### src/rtl/moment_calc.sv
`timescale 1ns/1ps
// D2Q9 moment sweep: per node, read 9 populations, accumulate rho/mx/my, serially divide, write p/ux/uy; 59 cycles/node at default.
// No backpressure (fixed schedule, start sampled only in IDLE). MOMENT_SAT_EN: saturate quotient magnitude instead of wrapping.
module moment_calc #(
  parameter int DATA_WIDTH = 32,
  parameter int FRAC_BITS  = 16,
  parameter int GRID_DIM   = 256,
  parameter int NODE_AW    = $clog2(GRID_DIM),
  parameter int FIN_AW     = $clog2(GRID_DIM*9)
) (
  input  logic                  Clk,
  input  logic                  Reset,
  input  logic                  start,
  output logic                  busy,
  output logic                  done,
  output logic                  div_zero,
  output logic [FIN_AW-1:0]     fin_addr,
  input  logic [DATA_WIDTH-1:0] fin_rdata,
  output logic [NODE_AW-1:0]    node_addr,
  output logic [DATA_WIDTH-1:0] p_wdata,
  output logic [DATA_WIDTH-1:0] ux_wdata,
  output logic [DATA_WIDTH-1:0] uy_wdata,
  output logic                  WE_p_mem,
  output logic                  WE_ux_mem,
  output logic                  WE_uy_mem
);

  localparam int QW = DATA_WIDTH + FRAC_BITS;
  localparam int CW = ($clog2(QW) < 4) ? 4 : $clog2(QW);
`ifdef MOMENT_SAT_EN
  localparam logic [DATA_WIDTH-1:0] SAT_MAX = {1'b0, {(DATA_WIDTH-1){1'b1}}};
`endif

  typedef enum logic [2:0] {S_IDLE, S_READ, S_DIVIDE, S_WRITE, S_DONE} state_t;

  state_t                state_q, state_d;
  logic [CW-1:0]         cnt_q, cnt_d;
  logic [NODE_AW-1:0]    node_q, node_d;
  logic [DATA_WIDTH-1:0] rho_q, rho_d, mx_q, mx_d, my_q, my_d;
  logic [QW-1:0]         dx_q, dx_d, dy_q, dy_d;
  logic [DATA_WIDTH:0]   rx_q, rx_d, ry_q, ry_d;
  logic                  div_zero_q, div_zero_d;
  logic [FIN_AW-1:0]     fin_addr_q, fin_addr_d;
  logic [FIN_AW-1:0]     node_base;
  logic [DATA_WIDTH-1:0] den, qx_mag, qy_mag;
  logic [3:0]            cidx;
  logic                  rho_zero, neg_x, neg_y;

  function automatic logic [DATA_WIDTH-1:0] abs_f(input logic [DATA_WIDTH-1:0] v);
    return v[DATA_WIDTH-1] ? -v : v;
  endfunction

  // One restoring step: returns {remainder, dividend/quotient shift register}.
  function automatic logic [QW+DATA_WIDTH:0] div_step(input logic [QW-1:0] dq,
                                                      input logic [DATA_WIDTH:0] r,
                                                      input logic [DATA_WIDTH-1:0] d);
    logic [DATA_WIDTH+1:0] rs;
    logic [DATA_WIDTH:0]   diff;
    logic                  ge;
    rs   = {r, dq[QW-1]};
    ge   = (rs >= {2'b00, d});
    diff = rs[DATA_WIDTH:0] - {1'b0, d};
    return {(ge ? diff : rs[DATA_WIDTH:0]), dq[QW-2:0], ge};
  endfunction

  assign node_base = FIN_AW'(node_q) * FIN_AW'(9);
  assign den       = abs_f(rho_q);

  always_comb begin
    state_d    = state_q;
    cnt_d      = cnt_q;
    node_d     = node_q;
    rho_d      = rho_q;
    mx_d       = mx_q;
    my_d       = my_q;
    dx_d       = dx_q;
    dy_d       = dy_q;
    rx_d       = rx_q;
    ry_d       = ry_q;
    div_zero_d = div_zero_q;
    fin_addr_d = fin_addr_q;
    cidx       = cnt_q[3:0];
    case (state_q)
      S_IDLE: begin
        if (start) begin
          state_d    = S_READ;
          cnt_d      = '0;
          node_d     = '0;
          rho_d      = '0;
          mx_d       = '0;
          my_d       = '0;
          div_zero_d = 1'b0;
        end
      end
      S_READ: begin
        if (cnt_q < CW'(9)) fin_addr_d = node_base + FIN_AW'(cnt_q);
        // Read data lags the address by one cycle, so cnt k carries population k-1.
        if (cnt_q != '0) begin
          rho_d = rho_q + fin_rdata;
          case (cidx)
            4'd2, 4'd6, 4'd9: mx_d = mx_q + fin_rdata;
            4'd4, 4'd7, 4'd8: mx_d = mx_q - fin_rdata;
            default: ;
          endcase
          case (cidx)
            4'd3, 4'd6, 4'd7: my_d = my_q + fin_rdata;
            4'd5, 4'd8, 4'd9: my_d = my_q - fin_rdata;
            default: ;
          endcase
        end
        if (cnt_q == CW'(9)) begin
          state_d = S_DIVIDE;
          cnt_d   = '0;
          dx_d    = {abs_f(mx_d), {FRAC_BITS{1'b0}}};
          dy_d    = {abs_f(my_d), {FRAC_BITS{1'b0}}};
          rx_d    = '0;
          ry_d    = '0;
        end else begin
          cnt_d = cnt_q + CW'(1);
        end
      end
      S_DIVIDE: begin
        {rx_d, dx_d} = div_step(dx_q, rx_q, den);
        {ry_d, dy_d} = div_step(dy_q, ry_q, den);
        if (cnt_q == CW'(QW-1)) begin
          state_d = S_WRITE;
          cnt_d   = '0;
        end else begin
          cnt_d = cnt_q + CW'(1);
        end
      end
      S_WRITE: begin
        if (rho_zero) div_zero_d = 1'b1;
        if (node_q == NODE_AW'(GRID_DIM-1)) begin
          state_d = S_DONE;
        end else begin
          state_d = S_READ;
          node_d  = node_q + NODE_AW'(1);
          cnt_d   = '0;
          rho_d   = '0;
          mx_d    = '0;
          my_d    = '0;
        end
      end
      S_DONE:  state_d = S_IDLE;
      default: state_d = S_IDLE;
    endcase
  end

  always_ff @(posedge Clk or negedge Reset) begin
    if (!Reset) begin
      state_q    <= S_IDLE;
      cnt_q      <= '0;
      node_q     <= '0;
      rho_q      <= '0;
      mx_q       <= '0;
      my_q       <= '0;
      dx_q       <= '0;
      dy_q       <= '0;
      rx_q       <= '0;
      ry_q       <= '0;
      div_zero_q <= 1'b0;
      fin_addr_q <= '0;
    end else begin
      state_q    <= state_d;
      cnt_q      <= cnt_d;
      node_q     <= node_d;
      rho_q      <= rho_d;
      mx_q       <= mx_d;
      my_q       <= my_d;
      dx_q       <= dx_d;
      dy_q       <= dy_d;
      rx_q       <= rx_d;
      ry_q       <= ry_d;
      div_zero_q <= div_zero_d;
      fin_addr_q <= fin_addr_d;
    end
  end

  // Quotient magnitude is formed unsigned; sign is restored last so truncation is toward zero.
  always_comb begin
    qx_mag = dx_q[DATA_WIDTH-1:0];
    qy_mag = dy_q[DATA_WIDTH-1:0];
`ifdef MOMENT_SAT_EN
    if (|dx_q[QW-1:DATA_WIDTH-1]) qx_mag = SAT_MAX;
    if (|dy_q[QW-1:DATA_WIDTH-1]) qy_mag = SAT_MAX;
`endif
  end

  assign rho_zero  = (rho_q == '0);
  assign neg_x     = mx_q[DATA_WIDTH-1] ^ rho_q[DATA_WIDTH-1];
  assign neg_y     = my_q[DATA_WIDTH-1] ^ rho_q[DATA_WIDTH-1];
  assign ux_wdata  = rho_zero ? '0 : (neg_x ? -qx_mag : qx_mag);
  assign uy_wdata  = rho_zero ? '0 : (neg_y ? -qy_mag : qy_mag);
  assign p_wdata   = rho_q;
  assign node_addr = node_q;
  assign fin_addr  = fin_addr_d;
  assign busy      = (state_q == S_READ) || (state_q == S_DIVIDE) || (state_q == S_WRITE);
  assign done      = (state_q == S_DONE);
  assign div_zero  = div_zero_q;
  assign WE_p_mem  = (state_q == S_WRITE);
  assign WE_ux_mem = (state_q == S_WRITE);
  assign WE_uy_mem = (state_q == S_WRITE);

endmodule

### config.mk
export PLATFORM = sky130hd
export DESIGN_NAME = moment_calc
export DESIGN_NICKNAME = d
export VERILOG_FILES = /design/src/rtl/moment_calc.sv
export SDC_FILE = /design/constraint.sdc
export NUM_CORES = 1
export LEC_CHECK = 0
export BUFFER_PORTS_ARGS = -buffer_cell sky130_fd_sc_hd__buf_2
export CAP_MARGIN = 20
export CORE_MARGIN = 2
export CORE_UTILIZATION = 60
export DETAILED_ROUTE_END_ITERATION = 8
export PLACE_DENSITY_LB_ADDON = 0.12
export SLEW_MARGIN = 20
export SYNTH_ARGS = -nofsm -noshare
export SYNTH_HDL_FRONTEND = slang
export SYNTH_SLANG_ARGS = --single-unit
### constraint.sdc
create_clock -name Clk -period 6.71 [get_ports Clk]
set_clock_uncertainty 0.05 [all_clocks]
set_input_delay 1.342 -clock Clk [delete_from_list [all_inputs] [get_ports Clk]]
set_output_delay 1.342 -clock Clk [all_outputs]
set_load 0.01 [all_outputs]
* Word-level counts from Yosys, hierarchy flattened
Index checks and enable logic that the tools add are counted.
** Word-level totals
- Flip-flop bits (word level) :: 288
- Output and inout bits :: 122
- Logic and storage cells :: 120
** Operators by class
- $add $sub $neg :: 15
- $mul :: 1
- $lt $le $gt $ge :: 3
- Equal/unequal tests :: 21
- Muxes and demuxes :: 46
- Bitwise gates (word level) :: 2
- Reductions and logical operators :: 20
** Operators by type and width (count)
- $mux 32 :: 14
- $pmux 32 s3 :: 3
- $pmux 48 s2 :: 2
- $neg 32->32 :: 5
- $pmux 33 s2 :: 2
- $pmux 32 s2 :: 2
- $mux 33 :: 3
- $add 32x32->32 :: 3
- $mux 48 :: 2
- $ge 34x32->1 :: 2
- $sub 33x32->33 :: 2
- $sub 32x32->32 :: 2
- $logic_not 32->1 :: 1
- $mux 12 :: 2
- $mux 6 :: 4
- $pmux 6 s4 :: 1
- $eq 4x3->1 const B :: 4
- $mux 8 :: 2
- $pmux 8 s2 :: 1
- $reduce_and 3->1 :: 5
- $add 12x6->12 :: 1
- $mul 8x4->12 const B :: 1
- $mux 3 :: 4
- $pmux 3 s4 :: 1
- 25 further kinds :: 39

* Depth between registers and ports, before layout
- Depth after elaboration :: 9
- Mapped depth :: 26
- Depth with buffers taken out :: 24

* Least setup slack after synthesis
No wires, ideal clock.
- Path kind :: in2reg
- Start :: input fin_rdata[1]
- End :: register dy_q[18]
- Setup time :: 132 ps
- Arrival :: 6828 ps
- Slack :: -300 ps
- Cell stages on the path :: 25
- Path buffers :: 1
- Path through :: inv_1 -> ha_1 -> nand2_1 -> or3_1 -> nor3_1 -> nand2b_1 -> or3_1 -> or3_1 -> or3_1 -> o31ai_1 -> xor2_1 -> ha_1 -> clkbuf_1 -> nand2_1 -> or3_1 -> or3b_2 -> a21o_1 -> a21oi_1 -> o21ai_0 -> nand3_1 -> nor3b_4 -> xnor2_2 -> or4_1 -> o211ai_1 -> o21ai_1
** On the way
- Cells in the longest elaborated chain, start to end :: 8
- Elaborated cells on any way between the ends :: 9
- Those cells by class :: add/sub: 3; mux: 6
** Ends and longest elaborated chain
- from (decl) :: line 18 : input logic [DATA_WIDTH-1:0] fin_rdata,
- $sub 32x32->32 or $add 32x32->32 (tied branches) :: line 107, 106
- $pmux 32 s2 (*) :: line 105 : case (cidx)
- $mux 32 (*) :: line 98 : if (cnt_q != '0) begin
- $mux 32 (*) :: line 83 : case (state_q)
- $neg 32->32 :: line 50 : return v[DATA_WIDTH-1] ? -v : v;
- $mux 32 (*) :: line 50
- $mux 48 (*) :: line 111 : if (cnt_q == CW'(9)) begin
- $pmux 48 s2 (*) :: line 83
- to (signal assigned) :: line 172 : dy_q <= dy_d;
- to (decl) :: line 40 : logic [QW-1:0] dx_q, dx_d, dy_q, dy_d;
Mark *: on every way between the ends. The rest lies on a longest branch, timed or not. The select of a mux whose other input is x is not followed.
A chain may end at the register's enable or synchronous reset.

* Worst setup path in the final report
- Start :: input fin_rdata[1]
- End :: register dx_q[32]
** On the way
- Cells in the longest elaborated chain, start to end :: 8
- Elaborated cells on any way between the ends :: 9
- Those cells by class :: add/sub: 3; mux: 6
** Ends and longest elaborated chain
- $sub 32x32->32 or $add 32x32->32 (tied branches) :: line 102, 101
- $pmux 32 s2 (*) :: line 100 : case (cidx)
- $mux 32 (*) :: line 98
- $mux 32 (*) :: line 83
- $neg 32->32 :: line 50
- $mux 32 (*) :: line 50
- $mux 48 (*) :: line 111
- $pmux 48 s2 (*) :: line 83
- to (signal assigned) :: line 158 : dx_q <= '0;
- to (signal assigned) :: line 171 : dx_q <= dx_d;
- to (decl) :: line 40
Marks and branches as above.

==> summary.txt <==
Status
  • Status: completed

Routing
  • Detailed Route Iter0 Violations: 2675
  • Vias/cell: 6.477
  • # DRC: 0
  • Routed len/inst: 21.05 µm
  • DR vias: 26110
  • Detailed Route WL: 84840 µm
  • Routed Antenna Nets: 0
  • Drt first pass iters: 5

Job
  • Max-cap violation count: 0

Die
  • DIE AREA: 45010 µm²
  • I/O pin total: 157
  • Die H: 212.2 µm
  • DIE WIDTH: 212.2 µm
  • CORE AREA: 42890 µm²
  • Initial Utilization: 60.62%
  • Row count: 76

Setup path
  • CP max stage delay: 400 ps
  • CP Buf/Inv Count: 5
  • Crit path top cell by count: or3_4
  • CP Data Arrival Time: 6910 ps
  • Top cell family by delay on the critical path: simple AND/OR/NAND/NOR gates
  • CP required: 7110 ps
  • R2r startpoint: cnt_q[0]$_DFFE_PN0P_
  • Critical path endpoint category: flip-flop
  • Crit path launch type: input port
  • Critical Path Source: fin_rdata[1]
  • Slowest cell on crit path: or3_4
  • Worst Setup Path Type: in -> reg
  • Crit-path max FO: 29

Pwr
  • VDD IR max: 278.7 µV
  • LEAKAGE: 14.03 nW
  • P per Cell Area: 513.0 nW/µm²

Yosys
  • Seq cells post-synth: 288
  • Syn Nets: 3438
  • Syn_area_per_cell: 8.112 µm²
  • Synth unique cells: 87
  • Ys async rst share: 100.0%
  • Post-synthesis instance area: 26000 µm²
  • Post-Synthesis Cells: 3205
  • Sequential fraction of the synthesis area: 27.72%
  • Number of synthesized flops with an enable pin: 0
  • Yosys warnings: 0
  • Primary FF master, synth: dfrtp_1

Global routing
  • Vias in the first global route: 24320
  • Aggregate global-route resource usage: 37.05%
  • Largest net degree at the start of global routing: 108
  • Antenna violations before repair: 3
  • Overflow after GRT: 0
  • First-pass GRT wire length: 132300 µm

Final layout
  • Number of fill cells in the layout: 3579
  • Final Util: 69.03%
  • Commonest non-fill, non-tap cells in the layout: 325 x nand2_1, 288 x dfrtp_1, 285 x o21ai_0
  • Final net count: 3649
  • Most common cell after layout, fill and taps aside: nand2_1
  • Seq. cell area: 7207 µm²
  • Layout cells sized above 1: 13.64%
  • Area Growth Syn to Fin: 13.87%
  • Area of the multi-input gates: 17980 µm²

Worst hold path
  • HP Class: reg -> reg
  • HP Start: fin_addr_q[0]$_DFF_PN0_

Clock network
  • Clk_lat worst skew: 580 ps
  • CTS Sinks: 288
  • Post_cts resized: 0
  • CTS tree: yes
  • Clock Tree Root: clkbuf_16
  • Total CTS buffers: 37
  • Setup Buffers After CTS: 0
  • CTS max path bufs: 3
  • Reg clk slew, reported paths: 60 ps
  • Hold Buf Count CTS: 0
  • CTS HTree Levels: 2

Timing
  • Max-slew violation count: 0
  • Count of final hold-check violations: 0
  • Period minus WS final: 6509 ps
  • Least-Margin Pin Slew: 1034 ps
  • Setup-failing EPs final: 0
  • WHS: 443.1 ps
  • Max Fclk: 0.1536 GHz
  • Slew headroom: 31.09%
  • Fin crit share: 97.01%

Placement
  • I/O Buffers: 156
  • Final HPWL DP: 62080 µm
  • GP Congestion: 0.9743
==> where the power goes <==
part / leakage [nW] / switching (mW) / internal, mW
clock: 0.598 / 0.880 / 1.21
sequential: 3.69 / 0.608 / 2.17
combinational: 9.74 / 6.21 / 4.11
total: 14.0 / 7.70 / 7.49
==> cell usage after synthesis, drive strengths merged, types with 13 or more instances <==
master	number	area share, %
o21bai	22	0.64
nor3b	13	0.42
a31oi	31	0.75
a22oi	25	0.72
o21a	26	0.75
nor2	282	4.1
nand3	52	1.0
or3	80	2.0
and3	36	0.87
a211oi	34	0.98
or2	15	0.36
o41ai	14	0.50
clkbuf	132	1.9
ha	190	9.1
nand4	23	0.55
a21oi	246	4.8
buf	20	0.41
nand2b	32	0.77
o211ai	32	0.94
nor3	52	1.0
nand3b	14	0.40
nand2	327	4.7
mux2i	47	1.8
or4	17	0.49
inv	91	1.3
xnor2	147	5.0
a21o	87	2.5
nor2b	25	0.60
mux2	13	0.56
o31ai	39	1.1
nor4	27	0.71
o21ai	293	5.6
dfrtp	288	28
and2	21	0.51
a22o	74	2.5
o31a	13	0.44
xor2	178	6.0
==> flip-flops by register name, indices dropped and copies added, names as in the netlist <==
register	count
fin_addr_q	12
p_wdata	32
dy_q	48
rx_q	33
node_addr	8
ry_q	33
div_zero	1
my_q	32
cnt_q	6
dx_q	48
state_q	3
mx_q	32
==> cell type report <==
cell class / instances / area share (%)
repair buffers: 324 / 7.096
diodes: 1 / 0.008453
well taps: 585 / 2.472
inverters: 91 / 1.154
flip-flops and latches: 288 / 24.34
clock buffers: 48 / 3.470
clock inverters: 20 / 0.7312
multi-input cells: 2674 / 60.72
==> layer usage <==
layer  vias up  global-route usage, %  routed length [µm]
li1      12140                      -                   -
met1     12610                  52.71               37550
met2      1182                  55.73               36550
met3       177                  6.145                7043
met4         4                  15.54                3672
met5         -                      0                  23
==> cell families (layout without fill, tap and decap cells) <==
| group | after synthesis | in the layout | synth area share, % |
|---|---|---|---|
| mux | 60 | 60 | 2.373 |
| buf+inv | 243 | 483 | 3.629 |
| other cells | 0 | 1 | 0 |
| simple gates | 1044 | 1044 | 19.42 |
| compound gates | 1047 | 1047 | 26.09 |
| flops | 288 | 288 | 27.72 |
| fa+ha+maj | 198 | 198 | 9.760 |
| xor+xnor | 325 | 325 | 11.01 |
==> per-stage QoR <==
stage | setup slack (ps) | std cells | setup TNS, ps | instance area, µm² | power (mW)
global route | -0.1839 | 4031 | -0.1839 | 29600 | 16.23
detailed placement | -334.3 | 3961 | -8451 | 28330 | 12.77
CTS | 234.9 | 4029 | 0 | 29570 | 14.93
floorplan | -15.26 | 3205 | -15.26 | 26070 | 9.532
global placement | -179.3 | 3961 | -2612 | 28330 | 12.50
finish | 200.8 | 4031 | 0 | 29600 | 15.19
==> worst paths after layout <==
check / slack, ps / cells after the start / end
worst max register to register: 580 / 19 / dx_q[41]$_DFFE_PN0P_
min in group asynchronous: 670 / 1 / fin_addr_q[8]$_DFF_PN0_
worst min register to register: 440 / 1 / fin_addr_q[0]$_DFF_PN0_
worst min-delay path: 440 / 1 / fin_addr_q[0]$_DFF_PN0_
worst max-delay path: 200 / 27 / dx_q[32]$_DFFE_PN0P_
max in group asynchronous: 4840 / 2 / mx_q[17]$_DFFE_PN0P_
Power figures use the tool's default switching activity.
